`src/rtl/osd_wr_scheduler.sv`:
```
// osd_wr_scheduler
//   Queues OSD write commands from the resynchronised write stream and drives
//   the single-port OSD text RAM. Renderer reads always own the address port;
//   queued writes (single writes and expanded fills) use only the idle slots,
//   optionally only during vertical blanking.
//
// Ports
//   VCLK, nVRST        clock, async active-low reset
//   in_valid/in_ready  command handshake (in_ready = ~full, registered)
//   in_vec[24:0]       {ctrl[1:0], addr[9:0], data[12:0]}
//                      ctrl 00 no-op, 01/11 write, 10 fill addr..FILL_END
//   rd_en, rd_addr     renderer read request (highest priority)
//   wr_blank_only      1: writes only while vblank=1
//   vblank             vertical blanking, VCLK-synchronous
//   ram_addr/we/wdata  registered RAM port
//   busy               queue non-empty or fill in progress
//   fill_active        fill state machine in FILL
//   q_level            queue occupancy after the last edge
module osd_wr_scheduler #(
    parameter int          QDEPTH_LOG2 = 2,
    parameter logic [9:0]  FILL_END    = 10'h3FF
) (
    input  logic                   VCLK,
    input  logic                   nVRST,
    input  logic                   in_valid,
    output logic                   in_ready,
    input  logic [24:0]            in_vec,
    input  logic                   rd_en,
    input  logic [9:0]             rd_addr,
    input  logic                   wr_blank_only,
    input  logic                   vblank,
    output logic [9:0]             ram_addr,
    output logic                   ram_we,
    output logic [12:0]            ram_wdata,
    output logic                   busy,
    output logic                   fill_active,
    output logic [QDEPTH_LOG2:0]   q_level
);

    localparam int                   DEPTH    = 1 << QDEPTH_LOG2;
    localparam logic [QDEPTH_LOG2:0] FULL_CNT = (QDEPTH_LOG2+1)'(DEPTH);

    typedef struct packed {
        logic [1:0]  ctrl;
        logic [9:0]  addr;
        logic [12:0] data;
    } cmd_t;

    typedef enum logic {IDLE, FILL} state_t;

    cmd_t                   mem [DEPTH];
    logic [QDEPTH_LOG2-1:0] wptr, rptr;
    logic [QDEPTH_LOG2:0]   count, count_nxt;
    logic                   rdy;
    cmd_t                   head;

    state_t                 state, state_d;
    logic [9:0]             fill_ptr, fill_ptr_d;

    logic                   push, pop, wr_slot, wr_issue;
    logic [9:0]             wr_addr;
    logic [12:0]            wr_data;

    assign head        = mem[rptr];
    assign in_ready    = rdy;
    assign push        = in_valid & rdy;
    assign wr_slot     = ~rd_en & (~wr_blank_only | vblank);
    assign fill_active = (state == FILL);
    assign busy        = (count != '0) | fill_active;
    assign q_level     = count;

    always_comb begin
        count_nxt = count;
        case ({push, pop})
            2'b10:   count_nxt = count + 1'b1;
            2'b01:   count_nxt = count - 1'b1;
            default: count_nxt = count;
        endcase
    end

    // Next-state / issue logic. A fill stays at the queue head until its
    // last write so the fill data remains readable from the FIFO.
    always_comb begin
        state_d    = state;
        fill_ptr_d = fill_ptr;
        pop        = 1'b0;
        wr_issue   = 1'b0;
        wr_addr    = head.addr;
        wr_data    = head.data;
        case (state)
            IDLE: begin
                if (count != '0) begin
                    if (head.ctrl == 2'b10) begin
                        // entry cycle: latch start, no write yet
                        state_d    = FILL;
                        fill_ptr_d = head.addr;
                    end else if (head.ctrl == 2'b00) begin
                        pop = 1'b1;            // no-op needs no RAM slot
                    end else if (wr_slot) begin
                        pop      = 1'b1;
                        wr_issue = 1'b1;       // 01 and reserved 11
                    end
                end
            end
            FILL: begin
                if (wr_slot) begin
                    wr_issue = 1'b1;
                    wr_addr  = fill_ptr;
                    // >= also terminates a start beyond FILL_END after one write
                    if (fill_ptr >= FILL_END) begin
                        pop     = 1'b1;
                        state_d = IDLE;
                    end else begin
                        fill_ptr_d = fill_ptr + 10'd1;
                    end
                end
            end
            default: state_d = IDLE;
        endcase
    end

    // Queue storage carries no reset; pointers and count define validity.
    always_ff @(posedge VCLK) begin
        if (push) mem[wptr] <= cmd_t'(in_vec);
    end

    always_ff @(posedge VCLK or negedge nVRST) begin
        if (!nVRST) begin
            wptr     <= '0;
            rptr     <= '0;
            count    <= '0;
            rdy      <= 1'b0;
            state    <= IDLE;
            fill_ptr <= '0;
        end else begin
            if (push) wptr <= wptr + 1'b1;
            if (pop)  rptr <= rptr + 1'b1;
            count    <= count_nxt;
            // ready is taken from the settled count only, so a pop while
            // full never opens a same-cycle push
            rdy      <= (count_nxt != FULL_CNT);
            state    <= state_d;
            fill_ptr <= fill_ptr_d;
        end
    end

    always_ff @(posedge VCLK or negedge nVRST) begin
        if (!nVRST) begin
            ram_addr  <= '0;
            ram_we    <= 1'b0;
            ram_wdata <= '0;
        end else if (rd_en) begin
            ram_addr  <= rd_addr;
            ram_we    <= 1'b0;
        end else if (wr_issue) begin
            ram_addr  <= wr_addr;
            ram_wdata <= wr_data;
            ram_we    <= 1'b1;
        end else begin
            ram_we    <= 1'b0;
        end
    end

endmodule

```
`config.mk`:
```
export PLATFORM = sky130hd
export DESIGN_NAME = osd_wr_scheduler
export DESIGN_NICKNAME = d
export VERILOG_FILES = /design/src/rtl/osd_wr_scheduler.sv
export SDC_FILE = /design/constraint.sdc
export NUM_CORES = 1
export LEC_CHECK = 0
export ABC_AREA = 1
export BUFFER_PORTS_ARGS = -buffer_cell sky130_fd_sc_hd__buf_2
export CAP_MARGIN = 20
export CORE_ASPECT_RATIO = 0.9
export CORE_MARGIN = 1
export CORE_UTILIZATION = 50
export DETAILED_ROUTE_END_ITERATION = 8
export PLACE_DENSITY = 0.81
export SLEW_MARGIN = 20
export SYNTH_ARGS = -nofsm -noshare
export SYNTH_HDL_FRONTEND = slang
export SYNTH_SLANG_ARGS = --single-unit
export TNS_END_PERCENT = 1
```
`constraint.sdc`:
```
create_clock -name VCLK -period 3.7 [get_ports VCLK]
set_clock_uncertainty 0.15 [all_clocks]
set_input_delay 0.74 -clock VCLK [delete_from_list [all_inputs] [get_ports VCLK]]
set_output_delay 0.74 -clock VCLK [all_outputs]
set_load 0.1 [all_outputs]
```
**Yosys cells after proc, flatten, opt, wreduce, memory -nomap -nowiden**

Memories as Yosys holds them, arrays and structs flattened.
Cells that the tools add are included.
Widths: inputs -> output; s select.

- Bits in registers: 43
- RAM bits: 100
- Input port bits: 41
- Logic and storage cells: 66
- Memories kept: 1

Memory list:

| name | words | bits a word | rd ports | clocked after memory_dff | wr ports | line | text |
|---|---|---|---|---|---|---|---|
| mem | 4 | 25 | 1 | 0 | 1 | 51 | `cmd_t mem [DEPTH];` |

- Add/sub/neg operators: 5
- Magnitude comparators: 1
- Equal/unequal tests: 8
- Multiplexer cells: 30
- Bitwise operators: 7
- Reductions and logical operators: 5

Operators with widths:

| kind | number |
|---|---|
| $mux 10 | 8 |
| $pmux 10 s2 | 1 |
| $mux 1 | 17 |
| $add 10x1->10 const B | 1 |
| $ge 10x10->1 const B | 1 |
| $ne 2x2->1 const B | 3 |
| $pmux 1 s2 | 3 |
| $pmux 3 s2 | 1 |
| $add 2x1->2 const B | 2 |
| $eq 2x2->1 const B | 2 |
| $reduce_and 4->1 | 1 |
| $add 3x1->3 const B | 1 |
| $ne 3x3->1 const B | 1 |
| $not 1->1 | 3 |
| $reduce_bool 3->1 | 1 |
| $sub 3x1->3 const B | 1 |
| $and 1x1->1 | 2 |
| $eq 2x1->1 const B | 1 |
| $logic_not 2->1 | 1 |
| $ne 2x1->1 const B | 1 |
| $or 1x1->1 | 2 |
| $reduce_and 2->1 | 1 |
| $reduce_bool 2->1 | 1 |

**Depth between registers and ports, before layout**

Gate-level depths: netlist of the first run.

- Depth after elaboration: 11
- Depth in mapped cells: 16

**Worst setup path after synthesis of the first run**

Ideal clock, no wire load.

- Kind: register to register
- From: reg state, in the netlist fill_active
- To: reg rdy, in the netlist in_ready
- Setup time: 0.124 ns
- Data arrival time: 2.704 ns
- Required time: 3.426 ns
- Path slack: 0.722 ns
- Stages on the path, launching flop included: 14
- Buffers on the path: 2
- Period minus slack after synthesis: 2.978 ns
- Path through: dfrtp_1 buf_4 inv_1 buf_2 nand3_1 nand3_1 inv_1 ha_1 inv_1 fa_1 a21oi_1 o21ai_0 xor2_1 nand2_1

- Longest elaborated chain between the ends: 5
- Elaborated cells on any way between the ends: 6

RTL lines:

| what | line | text |
|---|---|---|
| start: declaration | 57 | `state_t state, state_d;` |
| start signal: assignment | 142 | `state <= state_d;` |
| $not 1->1 | n/a |  |
| $pmux 1 s2 * | 90 | `case (state)` |
| $eq 2x1->1 / $eq 2x2->1 (equally long branches) | 74 | `case ({push, pop})` |
| $pmux 3 s2 * | 74 |  |
| via count_nxt[2] | 53 | `logic [QDEPTH_LOG2:0] count, count_nxt;` |
| $ne 3x3->1 * | 141 | `rdy <= (count_nxt != FULL_CNT);` |
| end signal: assignment | 141 |  |
| end: declaration | 54 | `logic rdy;` |

Mark *: on every way through the listed nets, which the timed path passes. The rest lies on a longest branch.
A chain may end at the register's enable or synchronous reset.

**Worst setup path after layout of the first run**

- From: reg rptr[0]
- To: reg rdy, in the netlist in_ready

- Longest elaborated chain between the ends: 9
- Elaborated cells on any way between the ends: 11

RTL lines:

| what | line | text |
|---|---|---|
| start: declaration | 52 | `logic [QDEPTH_LOG2-1:0] wptr, rptr;` |
| start signal: assignment | 137 | `if (pop) rptr <= rptr + 1'b1;` |
| $mem_v2 4x25 * | n/a |  |
| $logic_not 2->1 | 97 | `end else if (head.ctrl == 2'b00) begin` |
| $mux 1 | 97 |  |
| $mux 1 * | 93 | `if (head.ctrl == 2'b10) begin` |
| $mux 1 * | 92 | `if (count != '0) begin` |
| $pmux 1 s2 * | 90 |  |
| $eq 2x1->1 / $eq 2x2->1 (equally long branches) | 74 |  |
| $pmux 3 s2 * | 74 |  |
| via count_nxt[2] | 53 |  |
| $ne 3x3->1 * | 141 |  |

Marked as above.

==> run_results.csv, run 1 <==
group,metric,value,unit
status,status,"finished, final reports clean",
timing,hold_violations,0,
synth,synth-warning-count,0,
critical_path,cp_num_buf_inv,4,
clock_network,cts-root-buf,"clkbuf_16",
detailed_routing,via_per_inst,5.428,
die,core_area,12120,sq um
finish,antenna_cells,0,
global_route,grt.total_usage,22.87,%
critical_path,critPathRequiredTime,3.85,ns
power_and_ir_drop,p_per_area,543.3,nW/um^2
critical_path,cp.depth,15,
finish,syn_to_final_growth,16.68,%
critical_path,r2r_slack,0.70,ns
critical_path,worstReg2RegStart,"rptr[0]",
clock_network,clockBufferDepth,2,
timing,finalCritPeriodShare,81.19,%
detailed_routing,drt_wl_total,13.70,mm
global_route,grt_max_degree,52,
critical_path,cpPeakStageDelay,0.41,ns
synth,syn_area_per_cell,10.26,sq um
synth,syn_inst,610,
clock_network,htreeDepth,4,
timing,setup_viol,0,
global_route,grt_pass1_wl,22.14,mm
detailed_routing,drtIter0Drc,397,
critical_path,ff2ff_path_depth,15,
detailed_routing,drtAntennaViolNets,0,
finish,fin_cells,852,
die,die_w,119.9,microns
place,dp.cells,820,
flow_run,drv_cap,0,
detailed_routing,drt-pass1-iter-count,5,
critical_path,critPathLaunchType,"flop",
power_and_ir_drop,p_leak,3.157,nW
clock_network,numCtsBuffers,17,
timing,drv_slew,0,
clock_network,cts_tree,"built",
clock_network,post_cts_buffers,0,
clock_network,postCtsResizedCells,0,
synth,seq_area_frac_synth,65.19,%
global_route,grt.overflow.total,0,
critical_path,worstSetupPathType,"reg2reg",
critical_path,startpoint,"rptr[0]",
timing,worst_slack,0.6961,ns
timing,maxClockFrequency,0.3329,GHz
critical_path,end_kind,"flop",
place,io_buffers,70,
synth,ys_types,30,
timing,worst_pin_slew,0.8311,ns
detailed_routing,vias,4625,
timing,whs,0.1727,ns
synth,netlist_area,6257,sq um
clock_network,postCtsHoldBufs,0,
finish,fin_area,7301,sq um
synth,ys_seq_elements,143,
critical_path,path_cells,"buf_4 -> inv_6 -> nand2_1 -> nand3_2 -> nand2_2 -> nand3_1 -> nand3_1 -> inv_1 -> ha_1 -> inv_1 -> fa_1 -> a21oi_1 -> o21ai_0 -> xor2_1 -> nand2_1",
finish,final_nets,727,
detailed_routing,routedWlPerCell,16.08,microns
finish,postLayoutCoreUtil,60.22,%
synth,syn-num-nets,658,
die,num_rows,38,
die,ios,71,
timing,slew_headroom,44.39,%
critical_path,crit_arrival,3.15,ns
place,dp_hpwl,8.604,mm
die,die-area,12970,sq um
critical_path,cp_max_fo,51,
finish,drive_above_1_share,18.21,%
die,fp.dieH,108.1,microns
min_path,hold_path.class,"in2async",
global_route,antenna_found_initial,0,
clock_network,cts.sinks,143,
clock_network,clk_pin_slew,0.06,ns
critical_path,cp_top_family,"buffers and inverters",
place,place_ws,0.4355,ns
timing,tns,0,ns
global_route,grt_pass1_vias,4471,
die,start_util,51.61,%
critical_path,crit_slowest_cell,"dfrtp_1",
place,dpl_cell_area,6703,sq um
critical_path,endpoint,"in_ready",
critical_path,reg2reg_to,"in_ready",
power_and_ir_drop,total_power,3.966,mW
detailed_routing,drcViolationCount,0,
place,gp_congestion,0.8612,
power_and_ir_drop,vdd_drop_max,381.8,uV
timing,rsz0062_at_grt,"no",
clock_network,clk_latency,0.42,ns
timing,final.min_clock_period,3.004,ns
-- power breakdown --
part           internal, mW  switching, mW  leakage, nW
sequential             1.77         0.0516         1.43
combinational        0.0974          0.349         1.44
clock                  1.06          0.642        0.284
-- Yosys cell counts (all sizes together) --
cell type | instances | area [sq um]
fa | 1 | 20.02
xnor2 | 2 | 17.52
a21o | 1 | 7.510
xor2 | 4 | 35.03
nand2 | 211 | 804.5
o22ai | 13 | 81.33
nor2 | 43 | 161.4
inv | 32 | 127.6
nand3b | 1 | 7.510
dfrtp | 43 | 1076
nand4 | 6 | 43.79
edfxtp | 100 | 3003
buf | 24 | 167.6
o21ai | 38 | 193.9
clkbuf | 6 | 22.52
nand3 | 73 | 382.9
nor3 | 1 | 5.000
a21oi | 5 | 25.02
ha | 6 | 75.07
-- cells by family (layout without fill, tap and decap cells) --
| logic type | Yosys count | count (layout) | share of synthesized area [%] |
|---|---|---|---|
| fa+ha+maj | 7 | 7 | 1.520 |
| flops | 143 | 143 | 65.19 |
| xor+xnor | 6 | 6 | 0.8398 |
| buf+inv | 62 | 144 | 5.079 |
| compound gates | 57 | 57 | 4.919 |
| simple gates | 335 | 335 | 22.46 |
-- layer usage --
| metal | wire length (microns) | GRT usage, % |
|---|---|---|
| met2 | 6734 | 36.33 |
| met1 | 5867 | 29.71 |
| met3 | 827 | 5.274 |
| met5 | 0 | 0 |
| met4 | 271 | 11.34 |
-- area by class of cell --
cell class | count | area, sq um
fill | 944 | 4823
sequential | 143 | 4079
inverter | 32 | 127.6
timing repair buffer | 80 | 427.9
clock inverter | 13 | 162.7
multi-input combinational | 405 | 1871
tap | 160 | 200.2
clock buffer | 19 | 432.9
-- how the worst min path moves through the flow --
stage | start | to | slack (ns) | depth (start not counted)
6_report | nVRST | ram_addr[4] | 0.17 | 1
5_1_grt | nVRST | ram_addr[4] | 0.23 | 1
4_1_cts | ram_wdata[4] | ram_wdata[4] | 0.33 | 2
3_5_place_dp | ram_wdata[4] | ram_wdata[4] | 0.31 | 2
3_3_place_gp | ram_wdata[11] | ram_wdata[11] | 0.31 | 2
2_1_floorplan | nVRST | fill_active | 0.29 | 0
-- registers in the layout (all words and copies together), names as in the netlist --
register / flops
ram_we: 1
ram_addr: 10
in_ready: 1
wptr: 2
ram_wdata: 13
rptr: 2
mem: 100
fill_active: 1
fill_ptr: 10
q_level: 3
-- placed cells by master (no fill, tap or decap), types with 2 or more instances in the layout --
cell type / count
nand3_1: 71
o22ai_1: 13
clkinv_2: 3
clkbuf_1: 2
nand4_1: 5
clkbuf_16: 17
buf_4: 11
inv_6: 3
o21ai_0: 37
inv_1: 29
a21oi_1: 5
nor2_2: 4
clkinv_4: 2
buf_2: 69
edfxtp_1: 100
xnor2_1: 2
dfrtp_1: 43
ha_1: 6
clkinvlp_4: 3
xor2_1: 4
nand2_2: 5
bufinv_16: 3
nand2_1: 206
nor2_1: 39
Power figures use the tool's default switching activity.
==> inputs of run 2 (changes only) <==
ABC_AREA = 0   (was 1)
PLACE_DENSITY = 0.84   (was 0.81)
clock period = 2.5 ns   (was 3.7 ns; I/O delays follow)
==> run 2 against run 1 <==
Net effect:
- the flow now finishes with violations (setup timing)
- cell count down 25%
- non-clock buffer count up 32
- hold slack worse by 0.034 ns
- wire length down 11%
- area after synthesis down 6.6%
- first-iteration DRC count down 49%
- utilization up 3.6 points
- synthesized cell count down 42%
- sequential share of layout area up 0.37 points
- combinational power rose to 4.2 times the previous value
- via count down 23%
- total power up 87%
- highest routed layer unchanged
==> run_results.csv, run 2 <==
group,metric,value,unit
finish,mostFrequentLayoutCells,"edfxtp_1 (100), buf_2 (70), buf_4 (40)",
synth,ys_seq_elements,143,
timing,worst_pin_slew,0.4926,ns
synth,synthTopCellsByCount,"edfxtp_1 (100), dfrtp_1 (43), nor2_1 (26)",
place,gp_congestion,0.9116,
power_and_ir_drop,swShare,35.23,%
timing,worst_slack,-0.3209,ns
critical_path,end_kind,"flop",
synth,netlist_area,5844,sq um
power_and_ir_drop,switchingPower,2.615,mW
finish,largest_register_ffs,100,
critical_path,cpPeakStageDelay,0.56,ns
synth,synth-warning-count,0,
min_path,hold_path.class,"in2reg",
timing,maxClockFrequency,0.3545,GHz
critical_path,crit_slowest_cell,"mux4_2",
detailed_routing,drt_wl_total,12.21,mm
clock_network,clockBufferDepth,2,
clock_network,clk_latency,0.42,ns
detailed_routing,drtAntennaViolNets,0,
critical_path,cp_max_fo,4,
timing,drv_slew,0,
place,dp_hpwl,8.064,mm
power_and_ir_drop,p_leak,2.820,nW
critical_path,crit_arrival,2.96,ns
detailed_routing,drcViolationCount,0,
die,num_rows,37,
synth,ys_top_cells_by_area,"edfxtp_1 (51%), dfrtp_1 (18%), mux4_2 (8.5%)",
global_route,grt_max_degree,26,
critical_path,critPathLaunchType,"flop",
global_route,antenna_found_initial,0,
critical_path,ff2ff_path_depth,10,
clock_network,cts.sinks,143,
critical_path,cp_common_cell,"xor2_1",
synth,synth_most_common_cell,"edfxtp_1",
critical_path,worstSetupPathType,"reg2reg",
critical_path,path_cells,"mux4_2 -> a2111oi_4 -> or2_1 -> ha_2 -> inv_2 -> fa_2 -> xor2_1 -> nor2_1 -> xor2_1 -> nand2_1",
critical_path,critPathRequiredTime,2.64,ns
finish,largest-register,"mem",
clock_network,numCtsBuffers,17,
flow_run,drv_cap,0,
die,die-area,12130,sq um
synth,async_flop_share,30.07,%
power_and_ir_drop,p_per_area,1022,nW/um^2
place,io_buffers,70,
die,core_area,11390,sq um
status,status,"complete, but fails checks",
power_and_ir_drop,pwr-share-clk,31.6,%
die,start_util,51.32,%
synth,synth_compound_area_share,5.952,%
detailed_routing,via_per_inst,5.593,
timing,final.min_clock_period,2.821,ns
clock_network,htreeDepth,4,
synth,synth_mux_area_share,13.21,%
critical_path,cp_num_buf_inv,1,
timing,hold_violations,0,
power_and_ir_drop,pwr-share-seq,43.1,%
finish,syn_to_final_growth,24.28,%
finish,fin_cells,639,
timing,setup_viol,5,
power_and_ir_drop,vdd_drop_max,820.6,uV
synth,synth_top_family_by_area,"multiplexers",
synth,synthXorXnorAreaFrac,0.8992,%
timing,tns,-0.8001,ns
finish,final_common_cell,"edfxtp_1",
global_route,grt_pass1_vias,3752,
clock_network,cts-root-buf,"clkbuf_16",
global_route,grt.overflow.total,0,
finish,drive_above_1_share,42.12,%
finish,top_regs,"mem x100, ram_wdata x13",
timing,finalCritPeriodShare,112.8,%
detailed_routing,drt-pass1-iter-count,6,
synth,synth_fa_ha_area_share,1.627,%
finish,fillers,816,
detailed_routing,drtIter0Drc,203,
die,fp.dieH,104.6,microns
power_and_ir_drop,p_comb_share,25.2,%
synth,syn_inst,351,
place,dp.cells,601,
synth,seq_area_frac_synth,69.79,%
timing,rsz0062_at_grt,"yes",
detailed_routing,vias,3574,
clock_network,cts_tree,"built",
synth,yosysTopAreaCell,"edfxtp_1",
timing,slew_headroom,67.39,%
synth,synth_edf_count,100,
power_and_ir_drop,internal_power,4.808,mW
synth,synth_ff_type,"edfxtp_1",
synth,synth-simple-area-share,6.722,%
status,violations,"setup timing",
min_path,min_path_cells,3,
detailed_routing,routedWlPerCell,19.11,microns
die,die_w,116.0,microns
critical_path,cp_top_family,"multiplexers",
synth,ys_types,53,
global_route,grt.total_usage,22.05,%
synth,syn-num-nets,399,
critical_path,cp.depth,10,
synth,syn_area_per_cell,16.65,sq um
global_route,grt_pass1_wl,19.46,mm
synth,synth_top_cell_area_share,51.38,%
finish,final_nets,517,
die,ios,71,
clock_network,clk_pin_slew,0.06,ns
run 2: what timing repair did:
item | 4_1_cts | 5_1_grt
setup endpoints to repair | 3 | 12
pin swaps | 3 | 2
hold endpoints to repair | 14 | 0
buffers inserted | 2 | 2
hold buffers | 1 | 0
cloned | 0 | 0
resized for setup | 5 | 4
run 2: final timing paths:
check / slack (ns) / end / from
worst max-delay path: -0.32 / in_ready / rptr[0]
worst min-delay path: 0.14 / ram_addr[9] / rd_addr[9]
worst max register to register: -0.32 / in_ready / rptr[0]
worst min register to register: 0.35 / q_level[2] / q_level[2]
max in group asynchronous: 1.19 / rptr[0] / nVRST
min in group asynchronous: 0.41 / ram_wdata[9] / nVRST
run 2: power groups by stage:
| stage | combinational [mW] | clock, mW | sequential (mW) |
|---|---|---|---|
| after floorplan | 0.547 | 0 | 4.04 |
| after global placement | 1.81 | 0 | 3.21 |
| after detailed placement | 1.85 | 0 | 3.25 |
| after CTS | 1.87 | 2.39 | 3.21 |
| after global routing | 1.96 | 2.47 | 3.24 |
| final | 1.87 | 2.35 | 3.20 |
run 2: logic make-up after synthesis:
logic type,Yosys count
flops,143
simple gates,82
compound gates,47
mux,43
buf+inv,23
fa+ha+maj,7
xor+xnor,6
run 2: layout make-up:
class | instances | area (sq um) | share of cell area [%]
Clock inverter | 14 | 125.1 | 1.723
Multi-Input combinational cell | 185 | 1717 | 23.63
Tap cell | 156 | 195.2 | 2.687
Timing Repair Buffer | 112 | 671.9 | 9.251
Clock buffer | 18 | 429.2 | 5.909
Sequential cell | 143 | 4085 | 56.24
Antenna cell | 1 | 2.502 | 0.03445
Inverter | 10 | 37.54 | 0.5168
run 2: tightest hold or removal path: stages:
cell and delay (ns):
buf_2 0.07, nand2_1 0.04, o41ai_1 0.05
run 2: layer usage:
layer / part of all wire [%] / routed length, microns / GRT usage (%) / vias up
met2: 51 / 6279 / 35.88 / 131
met5: 0 / 0 / 0 / -
met4: 1.5 / 184 / 8.425 / 0
met1: 42 / 5111 / 28.14 / 1822
met3: 5.2 / 636 / 6.032 / 16
li1: - / - / - / 1605
run 2: through the flow:
stage	cell area, sq um	util [%]	power, mW	hold WS, ns	worst slack, ns
detailed placement	6630	58.22	5.104	0.3085	-0.3767
CTS	7232	63.50	7.465	0.1288	-0.2990
global placement	6630	58.22	5.015	0.3146	-0.2459
finish	7263	63.78	7.423	0.1392	-0.3209
floorplan	5873	-	4.585	0.05441	-0.3169
global route	7261	63.76	7.669	0.1355	-0.4871
==> inputs of run 3 (changes only) <==
RECOVER_POWER = 50   (was unset)
==> run 3 against run 2 <==
Net effect:
- the flow still finishes with violations (setup timing)
- combinational power about the same
- non-clock buffer count unchanged
- via count about the same
- die area unchanged
- count of clock-buffer cells in the layout unchanged
- first-iteration DRC count is 0.99% lower
- critical path type unchanged
==> run_results.csv, run 3 (same netlist as run 2, synthesis figures left out) <==
group,metric,value,unit
status,status,"complete, but fails checks",
status,violations,"setup timing",
finish,seq_area,4085,sq um
finish,fin_area,7221,sq um
detailed_routing,drtAntennaViolNets,0,
power_and_ir_drop,p_comb_share,25.1,%
finish,antenna_cells,0,
power_and_ir_drop,swShare,35.31,%
detailed_routing,via_per_inst,5.600,
critical_path,end_kind,"flop",
timing,rsz0062_at_grt,"yes",
clock_network,clk_pin_slew,0.06,ns
power_and_ir_drop,vdd_drop_max,822.8,uV
die,die-area,12130,sq um
detailed_routing,drcViolationCount,0,
critical_path,ff2ff_path_depth,10,
critical_path,crit_arrival,2.96,ns
finish,fillers,826,
power_and_ir_drop,p_per_area,1028,nW/um^2
critical_path,endpoint,"in_ready",
finish,final_common_cell,"edfxtp_1",
clock_network,cts-root-buf,"clkbuf_16",
detailed_routing,drt_wl_total,12.25,mm
finish,largest_register_ffs,100,
critical_path,cp_max_fo,4,
finish,final_nets,517,
timing,worst_pin_slew,1.031,ns
flow_run,drv_cap,0,
die,die_w,116.0,microns
timing,worst_slack,-0.3172,ns
timing,tns,-0.7862,ns
min_path,hold_path.class,"in2reg",
global_route,grt_pass1_wl,19.46,mm
global_route,grt_max_degree,26,
critical_path,worstSetupPathType,"reg2reg",
place,gp_congestion,0.9116,
place,dp.cells,601,
global_route,grt_pass1_vias,3752,
die,ios,71,
timing,drv_slew,0,
timing,maxClockFrequency,0.3550,GHz
place,dp_hpwl,8.064,mm
global_route,antenna_found_initial,0,
clock_network,cts.sinks,143,
detailed_routing,vias,3573,
finish,largest-register,"mem",
finish,syn_to_final_growth,23.55,%
timing,slew_headroom,31.26,%
timing,finalCritPeriodShare,112.7,%
timing,final.min_clock_period,2.817,ns
die,start_util,51.32,%
clock_network,clk_latency,0.42,ns
finish,fin_cells,638,
power_and_ir_drop,p_leak,2.747,nW
power_and_ir_drop,internal_power,4.800,mW
finish,multi_input_area,1717,sq um
place,dpl_cell_area,6630,sq um
power_and_ir_drop,total_power,7.421,mW
power_and_ir_drop,switchingPower,2.620,mW
critical_path,critPathLaunchType,"flop",
detailed_routing,drtIter0Drc,201,
clock_network,numCtsBuffers,17,
clock_network,clockBufferDepth,2,
global_route,grt.overflow.total,0,
clock_network,htreeDepth,4,
place,io_buffers,70,
place,place_ws,-0.3767,ns
critical_path,reg2reg_to,"in_ready",
global_route,grt.total_usage,22.05,%
detailed_routing,routedWlPerCell,19.21,microns
finish,drive_above_1_share,36.72,%
timing,hold_violations,0,
timing,setup_viol,5,
critical_path,worstReg2RegStart,"rptr[0]",
die,fp.dieH,104.6,microns
critical_path,startpoint,"rptr[0]",
clock_network,cts_tree,"built",
power_and_ir_drop,pwr-share-clk,31.7,%
finish,top_regs,"mem x100, ram_wdata x13",
die,core_area,11390,sq um
detailed_routing,drt-pass1-iter-count,6,
critical_path,critPathRequiredTime,2.64,ns
power_and_ir_drop,pwr-share-seq,43.2,%
die,num_rows,37,
critical_path,r2r_slack,-0.32,ns
finish,mostFrequentLayoutCells,"edfxtp_1 (100), buf_2 (44), dfrtp_1 (38)",
==> run 3: changes by cell type in the layout (fill, tap and decap cells not counted), sizes merged <==
| cell | before | now |
|---|---|---|
| clkbuf | 18 | 47 |
| diode | 1 | 0 |
| buf | 111 | 82 |
==> run 3: worst min path at each step <==
stage / startpoint / depth (start not counted) / endpoint
6_report: rd_addr[9] / 3 / ram_addr[9]
5_1_grt: rd_addr[9] / 3 / ram_addr[9]
4_1_cts: rd_addr[7] / 3 / ram_addr[7]
3_5_place_dp: nVRST / 1 / ram_wdata[8]
3_3_place_gp: nVRST / 1 / ram_wdata[8]
2_1_floorplan: nVRST / 0 / fill_active
==> run 3: area by class of cell <==
| type | count | area share [%] |
|---|---|---|
| flip-flops and latches | 143 | 56.58 |
| well taps | 156 | 2.703 |
| multi-input cells | 185 | 23.77 |
| clock inverters | 14 | 1.733 |
| clock buffers | 18 | 5.944 |
| inverters | 10 | 0.5198 |
| repair buffers | 112 | 8.751 |
==> run 3: power by group through the flow <==
stage	sequential, mW	clock [mW]	combinational [mW]
2_1_floorplan	4.04	0	0.547
3_3_place_gp	3.21	0	1.81
3_5_place_dp	3.25	0	1.85
4_1_cts	3.21	2.39	1.87
5_1_grt	3.24	2.47	1.95
6_report	3.21	2.35	1.87
==> run 3: timing repair <==
item,CTS,global route
pin swaps,3,2
gates resized for setup,5,4
endpoints found under the setup margin,3,12
buffers inserted,2,2
hold buffers,1,0
endpoints found under the hold margin,14,0
==> run 3: per-stage QoR <==
step                util (%)  hold WS [ns]
floorplan                  -       0.05441
global placement       58.22        0.3146
detailed placement     58.22        0.3085
CTS                    63.50        0.1288
global route           63.40        0.1417
finish                 63.40        0.1385
==> run 3: metal layers <==
| metal | GRT usage (%) | part of all wire (%) | vias up |
|---|---|---|---|
| li1 | - | - | 1601 |
| met3 | 6.032 | 4.7 | 24 |
| met5 | 0 | 0 | - |
| met4 | 8.425 | 2.4 | 0 |
| met1 | 28.14 | 43 | 1824 |
| met2 | 35.88 | 50 | 124 |
==> run 3: worst max-delay path, stage by stage, from the launching register on <==
cell and delay [ns]:
dfrtp_2 0.40, mux4_2 0.56, a2111oi_4 0.32, or2_1 0.19, ha_2 0.19, inv_2 0.04
fa_2 0.33, xor2_1 0.14, nor2_1 0.11, xor2_1 0.19, nand2_1 0.08
